**src/rtl/pipeline_ctrl_pkg.sv**
```systemverilog
// Shared types and constants for the pipeline stall controller.
// Control bundle ordering is {pc_en, if_id_en, if_id_flush, id_ex_bubble, pipe_en}.
package pipeline_ctrl_pkg;

    typedef enum logic [1:0] {
        RUN      = 2'd0,
        MEM_WAIT = 2'd1,
        FLUSH    = 2'd2
    } state_e;

    localparam logic [3:0] OPC_LOAD = 4'b1010;
    localparam logic [3:0] OPC_NOP  = 4'b0000;

    typedef struct packed {
        logic pc_en;
        logic if_id_en;
        logic if_id_flush;
        logic id_ex_bubble;
        logic pipe_en;
    } ctrl_t;

    localparam ctrl_t CTRL_RUN      = 5'b11001;
    localparam ctrl_t CTRL_FREEZE   = 5'b00000;
    localparam ctrl_t CTRL_BRANCH   = 5'b11111;
    localparam ctrl_t CTRL_LOAD_USE = 5'b00011;
    localparam ctrl_t CTRL_FLUSH    = 5'b11101;
    localparam ctrl_t CTRL_RESET    = 5'b00110;

endpackage

```
**src/rtl/pipeline_stall_controller_sat_counter.sv**
```systemverilog
// Saturating up-counter with synchronous clear; holds at all-ones instead of wrapping.
module sat_counter #(
    parameter int WIDTH = 16
) (
    input  logic             clk,
    input  logic             clear,
    input  logic             inc,
    output logic [WIDTH-1:0] cnt_o
);

    logic [WIDTH-1:0] cnt_q, cnt_d;

    always_comb begin
        cnt_d = cnt_q;
        if (inc && (cnt_q != {WIDTH{1'b1}}))
            cnt_d = cnt_q + 1'b1;
    end

    always_ff @(posedge clk) begin
        if (clear)
            cnt_q <= '0;
        else
            cnt_q <= cnt_d;
    end

    assign cnt_o = cnt_q;

endmodule

```
**src/rtl/pipeline_stall_controller.sv**
```systemverilog
// Hold/flush/bubble sequencer for the 5-stage pipeline: load-use stalls,
// data-memory waits with timeout, and multi-cycle branch flush.
module pipeline_stall_controller
    import pipeline_ctrl_pkg::*;
#(
    parameter int                  OPCODE_W       = 4,
    parameter logic [OPCODE_W-1:0] LOAD_OPCODE    = OPCODE_W'(OPC_LOAD),
    parameter int                  BRANCH_PENALTY = 2,
    parameter int                  MEM_TIMEOUT    = 64,
    parameter int                  CNT_W          = 16
) (
    input  logic                clk,
    input  logic                rst_n,
    input  logic                id_valid,
    input  logic [OPCODE_W-1:0] id_opcode,
    input  logic [OPCODE_W-1:0] ex_opcode,
    input  logic [OPCODE_W-1:0] mem_opcode,
    input  logic                branch_taken,
    input  logic                mem_req,
    input  logic                mem_ready,
    output logic                pc_en,
    output logic                if_id_en,
    output logic                if_id_flush,
    output logic                id_ex_bubble,
    output logic                pipe_en,
    output logic                stall_active,
    output logic                mem_timeout_err,
    output logic [CNT_W-1:0]    stall_cycles
);

    localparam logic [2:0] FLUSH_INIT = 3'(BRANCH_PENALTY - 1);
    localparam logic [7:0] TMO_MAX    = 8'(MEM_TIMEOUT);
    localparam state_e     BR_NEXT    = (BRANCH_PENALTY > 1) ? FLUSH : RUN;

    state_e     state_q, state_d;
    logic [2:0] flush_cnt_q, flush_cnt_d;
    logic [7:0] tmo_cnt_q, tmo_cnt_d;
    logic       pend_br_q, pend_br_d;
    logic       tmo_err_q, tmo_err_d;

    ctrl_t ctrl;
    ctrl_t ctrl_out;
    logic  load_use;
    logic  mem_stall;
    logic  take_branch;

    // Kept on the port for the debug path; not part of the hazard decision.
    logic  unused_id_opcode;
    assign unused_id_opcode = ^id_opcode;

    assign load_use  = id_valid & ((ex_opcode == LOAD_OPCODE) | (mem_opcode == LOAD_OPCODE));
    assign mem_stall = mem_req & ~mem_ready;
    // A branch resolved in the same cycle the memory completes is honoured like a pending one.
    assign take_branch = pend_br_q | branch_taken;

    always_comb begin
        state_d     = state_q;
        flush_cnt_d = flush_cnt_q;
        tmo_cnt_d   = tmo_cnt_q;
        pend_br_d   = pend_br_q;
        tmo_err_d   = tmo_err_q;
        ctrl        = CTRL_RUN;

        unique case (state_q)
            RUN: begin
                if (mem_stall) begin
                    ctrl      = CTRL_FREEZE;
                    state_d   = MEM_WAIT;
                    tmo_cnt_d = 8'd1;
                end else if (branch_taken) begin
                    ctrl        = CTRL_BRANCH;
                    state_d     = BR_NEXT;
                    flush_cnt_d = FLUSH_INIT;
                end else if (load_use) begin
                    ctrl = CTRL_LOAD_USE;
                end
            end

            MEM_WAIT: begin
                if (mem_ready) begin
                    tmo_cnt_d = 8'd0;
                    pend_br_d = 1'b0;
                    if (take_branch) begin
                        ctrl        = CTRL_BRANCH;
                        state_d     = BR_NEXT;
                        flush_cnt_d = FLUSH_INIT;
                    end else if (flush_cnt_q != 3'd0) begin
                        // Resume a flush that was interrupted by the memory wait.
                        ctrl        = CTRL_FLUSH;
                        flush_cnt_d = flush_cnt_q - 3'd1;
                        state_d     = (flush_cnt_q == 3'd1) ? RUN : FLUSH;
                    end else begin
                        state_d = RUN;
                    end
                end else if (tmo_cnt_q == TMO_MAX) begin
                    tmo_err_d   = 1'b1;
                    state_d     = RUN;
                    pend_br_d   = 1'b0;
                    flush_cnt_d = 3'd0;
                    tmo_cnt_d   = 8'd0;
                end else begin
                    ctrl      = CTRL_FREEZE;
                    tmo_cnt_d = tmo_cnt_q + 8'd1;
                    if (branch_taken)
                        pend_br_d = 1'b1;
                end
            end

            FLUSH: begin
                if (mem_stall) begin
                    ctrl      = CTRL_FREEZE;
                    state_d   = MEM_WAIT;
                    tmo_cnt_d = 8'd1;
                end else begin
                    ctrl = CTRL_FLUSH;
                    if (flush_cnt_q > 3'd1) begin
                        flush_cnt_d = flush_cnt_q - 3'd1;
                    end else begin
                        flush_cnt_d = 3'd0;
                        state_d     = RUN;
                    end
                end
            end

            default: state_d = RUN;
        endcase
    end

    always_ff @(posedge clk) begin
        if (!rst_n) begin
            state_q     <= RUN;
            flush_cnt_q <= 3'd0;
            tmo_cnt_q   <= 8'd0;
            pend_br_q   <= 1'b0;
            tmo_err_q   <= 1'b0;
        end else begin
            state_q     <= state_d;
            flush_cnt_q <= flush_cnt_d;
            tmo_cnt_q   <= tmo_cnt_d;
            pend_br_q   <= pend_br_d;
            tmo_err_q   <= tmo_err_d;
        end
    end

    // Outputs are held safe while reset is asserted, independent of stored state.
    assign ctrl_out = rst_n ? ctrl : CTRL_RESET;

    assign pc_en           = ctrl_out.pc_en;
    assign if_id_en        = ctrl_out.if_id_en;
    assign if_id_flush     = ctrl_out.if_id_flush;
    assign id_ex_bubble    = ctrl_out.id_ex_bubble;
    assign pipe_en         = ctrl_out.pipe_en;
    assign stall_active    = rst_n & ~ctrl.pc_en;
    assign mem_timeout_err = tmo_err_q;

    sat_counter #(.WIDTH(CNT_W)) u_stall_cnt (
        .clk   (clk),
        .clear (~rst_n),
        .inc   (stall_active),
        .cnt_o (stall_cycles)
    );

endmodule
```
**config.mk**
```make
export PLATFORM = sky130hd
export DESIGN_NAME = pipeline_stall_controller
export DESIGN_NICKNAME = d
export VERILOG_FILES = /design/src/rtl/pipeline_ctrl_pkg.sv /design/src/rtl/pipeline_stall_controller_sat_counter.sv /design/src/rtl/pipeline_stall_controller.sv
export SDC_FILE = /design/constraint.sdc
export NUM_CORES = 1
export LEC_CHECK = 0
export BUFFER_PORTS_ARGS = -buffer_cell sky130_fd_sc_hd__buf_2
export CAP_MARGIN = 0
export CORE_ASPECT_RATIO = 1.5
export CORE_UTILIZATION = 30
export CTS_CLUSTER_DIAMETER = 30
export DETAILED_ROUTE_END_ITERATION = 12
export PLACE_DENSITY = 0.63
export SETUP_SLACK_MARGIN = 0.1
export SYNTH_ARGS = -nofsm -noshare
export SYNTH_HDL_FRONTEND = slang
export SYNTH_SLANG_ARGS = --single-unit
```
**constraint.sdc**
```tcl
create_clock -name clk -period 2.5 [get_ports clk]
set_clock_uncertainty 0.1 [all_clocks]
set_input_delay 0.5 -clock clk [delete_from_list [all_inputs] [get_ports clk]]
set_output_delay 0.5 -clock clk [all_outputs]
set_load 0.1 [all_outputs]
```
==> results of run 1 <==
power by group through the flow:
stage               sequential, mW  combinational (mW)  clock, mW
floorplan                    0.577               0.302          0
global placement             0.538               0.464          0
detailed placement           0.538               0.470          0
CTS                          0.527               0.493      0.536
global route                 0.530               0.541      0.564
finish                       0.528               0.508      0.526
cells in the final DEF (no fill, tap or decap), drive strengths merged, types with 3 or more instances in the layout:
cell type,n
o21ai,13
nand4,7
xor2,5
or3,3
dfxtp,31
nand2,21
nand3,9
nand2b,6
o211ai,3
buf,61
nor3,3
a22oi,3
a31oi,3
a21oi,15
mux2i,8
ha,9
or4,7
nor2,20
and2,5
clkbuf,6
and3,3
inv,14
o31ai,9
state kept, by name (all words and copies together) (netlist names):
name	count
tmo_cnt_q	8
state_q	2
pend_br_q	1
flush_cnt_q	3
u_stall_cnt.cnt_o	16
mem_timeout_err	1
worst reg2reg max path, delay by kind of cell (launching register included):
kind            cells  cell delay [ns]
simple gates        2             0.63
flops               1             0.37
fa+ha+maj           1             0.14
buf+inv             3             0.39
compound gates      3             0.80
metrics by stage:
step | TNS [ns] | util (%)
finish | -0.1815 | 43.45
global route | -0.4438 | 43.45
CTS | -0.3635 | 42.27
detailed placement | -0.05212 | 39.06
global placement | -0.06448 | 39.06
floorplan | -0.2241 | -
per-layer routing:
metal  vias up  global-route usage, %  share of wire, %
met1       916                  16.96                40
met5         -                      0                 0
li1        975                      -                 -
met4         0                  6.383               1.8
met3         9                  2.638               2.6
met2        33                  29.37                56
worst max path at each step:
stage                  startpoint                   end  slack, ns  cells past startpoint
global route         tmo_cnt_q[0]                 pc_en      -0.12                      7
finish               tmo_cnt_q[0]                 pc_en      -0.08                      7
floorplan               mem_ready          stall_active       -0.1                      7
global placement    mem_opcode[0]  u_stall_cnt.cnt_o[3]      -0.02                      7
CTS                  tmo_cnt_q[1]                 pc_en      -0.13                      7
detailed placement   ex_opcode[0]  u_stall_cnt.cnt_o[9]      -0.02                      7
area by class of cell:
class / count / share of cell area (%)
clock buffer: 6 / 3.100
sequential: 31 / 24.42
inverter: 14 / 2.067
tap: 74 / 3.476
clock inverter: 2 / 1.315
timing repair buffer: 61 / 17.47
multi-input combinational: 179 / 48.14
logic make-up after synthesis:
kind of cell	after synthesis
simple gates	95
compound gates	62
flops	31
buf+inv	27
fa+ha+maj	9
mux	8
xor+xnor	5
Yosys cell counts (3+ instances only):
library cell / n
a22oi_1: 3
xor2_1: 5
nand3_1: 9
or4_1: 7
buf_2: 4
nor2_1: 20
or3_1: 3
nand2b_1: 6
a21oi_1: 15
ha_1: 9
and2_1: 4
clkbuf_1: 6
a31oi_1: 3
o211ai_1: 3
nor3_1: 3
and3_1: 3
inv_1: 14
dfxtp_1: 31
nand4_1: 7
nand2_1: 21
mux2i_1: 8
o21ai_0: 12
o31ai_1: 9
timing repair:
action | CTS | global route
setup endpoints to repair | 11 | 19
setup buffers | 5 | 4
gates resized for setup | 12 | 12
hold buffers | 0 | 0
pin swaps | 7 | 4
gates cloned | 0 | 0
==> results by group, run 1 <==
Layout
  • Area delta synth->final: 40.53%
  • Multi-input gate area: 1282 sq um
  • Final net count: 319
  • Diode count: 0
  • Layout cell share with drive strength beyond 1: 39.25%
  • Finished Layout Cells: 367
  • Final Cell Area: 2664 sq um
  • Reg area: 650.6 sq um
  • Fill cell count: 639

Critical path
  • Critical Path Sink Type: primary output
  • R2r setup slk: 0.01 ns
  • Crit Path Max Fanout: 3
  • Cell family with most CP delay: compound AO/OA/AOI/OAI gates
  • Reg2reg start: tmo_cnt_q[0]
  • CP startpoint kind: flop
  • WS Path Type: flop to primary output
  • Worst path required time: 1.90 ns
  • Slowest-stage cell, CP: a221o_2
  • Crit path DAT: 1.98 ns
  • Worst r2r dst: u_stall_cnt.cnt_o[9]
  • FF-to-FF path depth: 9
  • CP cell instances: inv_4 > ha_4 > nor4b_4 > a31o_2 > a221o_2 > and2_4 > buf_12
  • Bufs and invs on worst path: 2
  • Crit-path max cell delay: 0.42 ns

Timing
  • Slew headroom: 59.41%
  • RSZ-0062 raised after global routing: yes
  • Minimum clock period: 2.579 ns
  • Fmax: 387.7 MHz
  • Slew Limit Fails: 0
  • Setup ws final: -0.07943 ns
  • Fin. Hold Viols: 0
  • Worst slew pin tran: 0.6024 ns
  • Min Hold Slack: 0.3786 ns
  • Final cycle utilization of the critical path: 103.2%
  • # setup viols final: 3

Floorplanning
  • Chip height: 99.36 um
  • CORE AREA: 6131 sq um
  • Die span in x: 66.90 um
  • Total die area: 6647 sq um
  • Row cnt: 35
  • Ports: 41
  • Initial Util: 30.92%

Yosys
  • Leading cell types by total area after synthesis: dfxtp_1 33%, ha_1 5.9%, mux2i_1 4.2%
  • Asr flop ratio synth: 0%
  • Post-Synth Simple-Gate Area: 26.47%
  • Syn_nets: 264
  • Dominant synthesized flop cell: dfxtp_1
  • Mean Syn Cell Area: 7.998 sq um
  • Post-synth EDFFs: 0
  • Flop and latch count out of synthesis: 31
  • Synth unique cells: 46
  • Synth warnings: 0
  • Sequential element share of the synthesized area: 32.74%
  • Post-Synth Adder-Cell Area: 5.941%
  • Top-area cell type share of the netlist area: 32.74%
  • Post-Syn Instances: 237
  • Area leader, netlist: dfxtp_1
  • Largest family of logic cells by synthesized area: simple AND/OR/NAND/NOR gates
  • Synth Area in Compound Gates: 21.72%
  • Post-Synth XOR/XNOR Area: 2.310%
  • Mux cell area share after synthesis: 4.224%
  • Synthesized area: 1896 sq um

Clocking
  • Bufs on Longest Clock Path: 2
  • Clk_lat worst skew: 0.28 ns
  • Reg clk slew, reported paths: 0.07 ns
  • Root buf cell: clkbuf_8
  • CTS tree: done
  • H-tree level count: 2
  • Clock Sinks: 31
  • Cts bufs inserted: 5

Global route
  • Gr usage total: 15.80%
  • Global-route wire length before repair: 8.224 mm
  • Pin count of the biggest net entering global routing: 18
  • Vias in the first global route: 1,855
  • GRT overflow: 0
  • Antenna violations before repair: 0

Outcome
  • Failing checks: negative setup slack
  • Status: finished with violations

Route
  • Initial DRC count: 134
  • Drt pass-1 iters: 4
  • Routed Antenna Nets: 0
  • Residual DRC count: 0
  • Drt via density: 5.267
  • Routed via count: 1,933
  • Routed len/inst: 13.56 um
  • Post-Route WL: 4.977 mm

Worst hold path
  • Hold Path Depth: 2
  • Hold worst-path end: u_stall_cnt.cnt_o[6]
  • Worst Hold Launch: u_stall_cnt.cnt_o[6]
  • HP Class: flop to flop

Power
  • Combinational Power Share: 32.5%
  • Flop pwr share: 33.8%
  • Power, Total: 1.562 mW
  • VDD IR max: 326.2 uV
  • Pleak: 1.068 nW
  • Clock share of power: 33.7%
  • Power per cell area: 586.2 nW/um^2
  • Sw frac: 34.31%
  • Internal power: 1.026 mW
  • Switching power: 535.8 uW

Place
  • Placed cell areas: 2395 sq um
  • GP Congestion: 0.8474
  • I/O Buffers: 36
  • Post-DP HPWL: 3.663 mm
  • Pre-CTS worst setup slack: -0.02388 ns
  • Inst Count DP: 350

Job
  • Max-cap violations: 0
No activity file was read; power rests on OpenSTA's default activity.
==> inputs of run 2 (changes only) <==
- CORE_UTILIZATION: 30 -> 41
- PLACE_DENSITY: 0.63 -> 0.77
==> run 2 against run 1 <==
Against the previous run: the flow finishes with violations (design-rule violations, negative setup slack); largest cell class unchanged; setup slack improved by 0.032 ns; clock power fell by 8.6%; first-iteration DRC count up 36%; sequential power about the same; die area is 26% lower; cell count shrank 8.7%; utilization up 16 points; register-to-register slack better by 0.16 ns.
==> results by group, run 2 (synthesized netlist as in run 1, its figures left out) <==
Place
  • Post-DP HPWL: 3.382 mm (-7.7%)
  • Inst Count DP: 320 (-8.6%)
  • Pre-CTS worst setup slack: -0.03691 ns (-0.01303 ns)
  • I/O Buffers: 36 (unchanged)
  • GP Congestion: 0.9129 (+7.7%)

Timing
  • Minimum clock period: 2.547 ns (-0.03194 ns)
  • Final cycle utilization of the critical path: 101.9% (-1.3 points)
  • Setup TNS: -0.1040 ns (+0.07748 ns)
  • Min Hold Slack: 0.3765 ns (-0.002100 ns)
  • # setup viols final: 3 (unchanged)
  • Slew Limit Fails: 0 (unchanged)
  • Slew headroom: 60.47% (+1.1 points)
  • RSZ-0062 raised after global routing: yes
  • Setup ws final: -0.04749 ns (+0.03194 ns)
  • Worst slew pin tran: 0.5890 ns (-0.01345 ns)
  • Fin. Hold Viols: 0 (unchanged)
  • Fmax: 392.5 MHz (+1.3%)

Job
  • Max-cap violations: 0 (unchanged)

Floorplanning
  • Total die area: 4905 sq um (-26%)
  • Chip height: 85.28 um (-14%)
  • Die span in x: 57.52 um (-14%)
  • Initial Util: 43.90% (+13 points)
  • Row cnt: 29 (-17%)
  • CORE AREA: 4318 sq um (-30%)
  • Ports: 41 (unchanged)

Route
  • Drt via density: 5.872 (+11%)
  • Routed Antenna Nets: 0 (unchanged)
  • Residual DRC count: 5 (+5)
  • Drt pass-1 iters: 9 (+5)
  • Initial DRC count: 182 (+36%)
  • Post-Route WL: 4.700 mm (-5.6%)
  • Routed via count: 1,967 (+1.8%)
  • Routed len/inst: 14.03 um (+3.5%)

Layout
  • Commonest non-fill, non-tap cell in the layout: buf_2
  • Fill cell count: 356 (-44%)
  • Final net count: 315 (-1.3%)
  • Max FFs per register: 16 (unchanged)
  • Finished Layout Cells: 335 (-8.7%)
  • Layout cell share with drive strength beyond 1: 38.06% (-1.2 points)
  • Diode count: 0 (unchanged)
  • Most frequent cells in the layout: 30 x buf_2, 21 x nand2_1, 20 x buf_4, 19 x nor2_1
  • Area delta synth->final: 35.31%

Global route
  • Vias in the first global route: 1,833 (-1.2%)
  • Global-route wire length before repair: 7.769 mm (-5.5%)
  • Gr usage total: 19.78% (+4.0 points)
  • Pin count of the biggest net entering global routing: 18 (unchanged)
  • GRT overflow: 0 (unchanged)
  • Antenna violations before repair: 0 (unchanged)

Power
  • Pleak: 1.042 nW (-2.4%)
  • Power per cell area: 584.0 nW/um^2 (-0.38%)
  • VDD IR max: 377.5 uV (+16%)
  • Power, Total: 1.498 mW (-4.1%)

Clocking
  • CTS tree: done
  • Hold buffer count at CTS: 0 (unchanged)
  • Reg clk slew, reported paths: 0.07 ns (about the same)
  • Cts bufs inserted: 5 (unchanged)
  • Root buf cell: clkbuf_8
  • Bufs on Longest Clock Path: 2 (unchanged)
  • Clock Sinks: 31 (unchanged)
  • Clk_lat worst skew: 0.28 ns (about the same)
  • H-tree level count: 2 (unchanged)

Outcome
  • Status: finished with violations
  • Failing checks: design-rule violations, negative setup slack

Critical path
  • Bufs and invs on worst path: 2 (unchanged)
  • Crit-path max cell delay: 0.41 ns (about the same)
  • Crit path DAT: 1.95 ns (-0.03 ns)
  • CP cell instances: inv_2 > ha_4 > nor4b_4 > a31o_2 > a221o_2 > and2_4 > buf_12
  • Crit Path Max Fanout: 4 (+1)
  • Worst path required time: 1.90 ns (about the same)
  • Cell family with most CP delay: compound AO/OA/AOI/OAI gates
  • Slowest-stage cell, CP: a221o_2
  • WS Path Type: flop to primary output
  • CP startpoint kind: flop
  • Critical Path Sink Type: primary output

Worst hold path
  • HP Class: flop to flop
-- run 2: per-layer routing --
layer,part of all wire (%),global-route usage [%]
met3,4.5,3.963
met4,2.3,10.42
met1,41,22.50
met5,0,0
met2,52,34.04
-- run 2: cell type report --
type	instances	area, sq um	share of cell area, %
clock buffer	5	68.82	2.683
clock inverter	3	38.79	1.512
inverter	14	52.55	2.049
multi-input combinational	179	1260	49.12
sequential	31	655.6	25.56
tap	46	57.56	2.244
timing repair buffer	57	431.7	16.83
-- run 2: tightest hold or removal path: cells and delay by family (launching register included) --
kind / cells / cell delay [ns]
flip-flops: 1 / 0.33
multiplexers: 1 / 0.06
AND/OR/NAND/NOR: 1 / 0.05
-- run 2: power breakdown --
| part | total [mW] | internal, mW | switching, mW | leakage, nW |
|---|---|---|---|---|
| sequential | 0.529 | 0.512 | 0.0168 | 0.261 |
| clock | 0.481 | 0.291 | 0.190 | 0.0556 |
| combinational | 0.488 | 0.179 | 0.309 | 0.726 |
-- run 2: metrics by stage --
step,cell area [sq um],util (%)
final,2565,59.40
after global routing,2565,59.40
after CTS,2511,58.16
after detailed placement,2345,54.30
after global placement,2345,54.30
after floorplan,2003,-
-- run 2: worst paths after layout --
check	start	slack [ns]	to	depth (start not counted)
worst max-delay path	tmo_cnt_q[0]	-0.05	if_id_en	7
worst min register to register	flush_cnt_q[1]	0.38	flush_cnt_q[1]	2
worst max register to register	tmo_cnt_q[0]	0.17	u_stall_cnt.cnt_o[8]	8
worst min-delay path	flush_cnt_q[1]	0.38	flush_cnt_q[1]	2
-- run 2: what timing repair did --
item / 4_1_cts / 5_1_grt
buffers inserted: 6 / 4
resized for setup: 7 / 14
pin swaps: 3 / 6
setup endpoints to repair: 8 / 18
cloned: 0 / 0
==> inputs of run 3 (changes only) <==
- RECOVER_POWER: not set -> 25
- SKIP_CTS_REPAIR_TIMING: not set -> 1
==> run 3 against run 2 <==
Against the previous run: the run still ends with design-rule violations, negative setup slack left; critical path depth unchanged; setup slack worse by 0.072 ns; routed wire length down 1.6%; global-route usage down 0.65 points; flip-flop and latch count unchanged; sequential power about the same; power up 0.63%; critical path type unchanged.
==> results by group, run 3 (synthesized netlist as in run 1, its figures left out) <==
Global route
  • Global-route wire length before repair: 7.514 mm (-3.3%)
  • Vias in the first global route: 1,800 (-1.8%)
  • GRT overflow: 0 (unchanged)
  • Gr usage total: 19.13% (-0.65 points)
  • Pin count of the biggest net entering global routing: 18 (unchanged)
  • Antenna violations before repair: 0 (unchanged)

Layout
  • Finished Layout Cells: 334 (-0.30%)
  • Reg area: 653.1 sq um (-0.38%)
  • Multi-input gate area: 1287 sq um (+2.2%)
  • Final net count: 314 (-0.32%)
  • Final Cell Area: 2586 sq um (+0.83%)
  • Area delta synth->final: 36.44%
  • Fill cell count: 356 (unchanged)
  • Diode count: 0 (unchanged)
  • Max FFs per register: 16 (unchanged)
  • Commonest non-fill, non-tap cell in the layout: buf_2
  • Most frequent cells in the layout: 30 x buf_2, 21 x nand2_1, 19 x nor2_1, 19 x buf_4, 15 x dfxtp_1
  • Layout cell share with drive strength beyond 1: 38.54% (+0.48 points)

Timing
  • Worst slew pin tran: 0.5861 ns (-0.002884 ns)
  • Final cycle utilization of the critical path: 104.8% (+2.9 points)
  • Setup ws final: -0.1196 ns (-0.07208 ns)
  • Slew headroom: 60.67% (+0.19 points)
  • Fin. Hold Viols: 0 (unchanged)
  • Slew Limit Fails: 0 (unchanged)
  • # setup viols final: 3 (unchanged)
  • Fmax: 381.7 MHz (-2.8%)
  • RSZ-0062 raised after global routing: yes
  • Minimum clock period: 2.620 ns (+0.07208 ns)

Route
  • Routed Antenna Nets: 0 (unchanged)
  • Drt pass-1 iters: 8 (-1)
  • Drt via density: 5.850 (-0.36%)
  • Routed len/inst: 13.85 um (-1.3%)
  • Residual DRC count: 5 (unchanged)
  • Routed via count: 1,954 (-0.66%)
  • Initial DRC count: 196 (+7.7%)
  • Post-Route WL: 4.626 mm (-1.6%)

Floorplanning
  • Chip height: 85.28 um (unchanged)
  • Initial Util: 43.90% (unchanged)
  • Ports: 41 (unchanged)
  • CORE AREA: 4318 sq um (unchanged)
  • Total die area: 4905 sq um (unchanged)
  • Die span in x: 57.52 um (unchanged)
  • Row cnt: 29 (unchanged)

Outcome
  • Status: finished with violations
  • Failing checks: design-rule violations, negative setup slack

Power
  • VDD IR max: 371.9 uV (-1.5%)
  • Internal power: 989.6 uW (+0.73%)
  • Switching power: 517.8 uW (+0.43%)
  • Combinational Power Share: 33.0% (+0.4 points)
  • Sw frac: 34.35% (-0.067 points)
  • Clock share of power: 32.0% (about the same)
  • Flop pwr share: 35.0% (-0.3 points)
  • Pleak: 1.043 nW (about the same)
  • Power per cell area: 582.8 nW/um^2 (-0.20%)

Place
  • Post-DP HPWL: 3.382 mm (unchanged)
  • I/O Buffers: 36 (unchanged)
  • GP Congestion: 0.9129 (unchanged)
  • Placed cell areas: 2345 sq um (unchanged)
  • Inst Count DP: 320 (unchanged)

Clocking
  • Cts bufs inserted: 5 (unchanged)
  • Root buf cell: clkbuf_8
  • Clock Sinks: 31 (unchanged)
  • Clk_lat worst skew: 0.28 ns (about the same)
  • H-tree level count: 2 (unchanged)
  • Bufs on Longest Clock Path: 2 (unchanged)
  • Reg clk slew, reported paths: 0.07 ns (about the same)
  • CTS tree: done

Job
  • Max-cap violations: 0 (unchanged)

Critical path
  • Slowest-stage cell, CP: a221o_2
  • FF-to-FF path depth: 9 (+1)
  • Critical Path Sink Type: primary output
  • Worst path required time: 1.90 ns (about the same)
  • Crit path DAT: 2.02 ns (+0.07 ns)
  • WS Path Type: flop to primary output
  • CP cell instances: inv_2 > ha_4 > nor4b_4 > a31o_2 > a221o_2 > and2_4 > buf_12
  • CP startpoint kind: flop
  • Crit-path max cell delay: 0.45 ns (+0.04 ns)
  • Crit Path Max Fanout: 5 (+1)

Worst hold path
  • HP Class: flop to flop
  • Hold Path Depth: 2 (unchanged)
run 3: cell types whose count changed in the layout (fill, tap and decap cells not counted), sizes merged:
cell and change:
buf -1
run 3: cell type report:
type	instances	area share (%)
Inverter	14	2.032
Sequential cell	31	25.25
Timing Repair Buffer	56	16.55
Multi-Input combinational cell	179	49.78
Clock inverter	3	1.500
Tap cell	46	2.225
Clock buffer	5	2.661
run 3: critical path: cells and delay by family (launching register included):
family,cells,cell delay [ns]
AOI/OAI and AO/OA,2,0.68
and+or+nand+nor,2,0.34
DFF,1,0.36
adders and majority gates,1,0.15
buffers and inverters,2,0.21
run 3: path summary, 6_finish.rpt:
kind	start	end	slack (ns)
min	u_stall_cnt.cnt_o[6]	u_stall_cnt.cnt_o[6]	0.38
max	tmo_cnt_q[0]	if_id_en	-0.12
min reg2reg	u_stall_cnt.cnt_o[6]	u_stall_cnt.cnt_o[6]	0.38
max reg2reg	tmo_cnt_q[0]	u_stall_cnt.cnt_o[13]	0.03
run 3: per-layer routing:
metal	global-route usage [%]	share of wire, %	up-vias
li1	-	-	969
met1	21.57	42	919
met2	32.98	51	59
met3	4.116	5.2	7
met4	9.978	1.7	0
met5	0	0	-
run 3: stage by stage:
| step | worst slack [ns] | TNS (ns) | power (mW) | hold WS [ns] | util, % |
|---|---|---|---|---|---|
| global route | -0.1737 | -0.5925 | 1.575 | 0.4034 | 59.90 |
| finish | -0.1196 | -0.2949 | 1.507 | 0.3805 | 59.90 |
| floorplan | -0.09578 | -0.2241 | 0.8789 | 0.3474 | - |
| global placement | 0.008455 | 0 | 0.9912 | 0.3632 | 54.30 |
| detailed placement | -0.03691 | -0.07949 | 0.9995 | 0.3765 | 54.30 |
| CTS | -0.1642 | -0.4933 | 1.483 | 0.3866 | 56.80 |
run 3: power by group through the flow:
stage               Sequential, mW  Combinational, mW  Clock, mW
floorplan                    0.577              0.302          0
global placement             0.538              0.453          0
detailed placement           0.539              0.460          0
CTS                          0.528              0.462      0.493
global route                 0.530              0.531      0.515
finish                       0.528              0.498      0.482
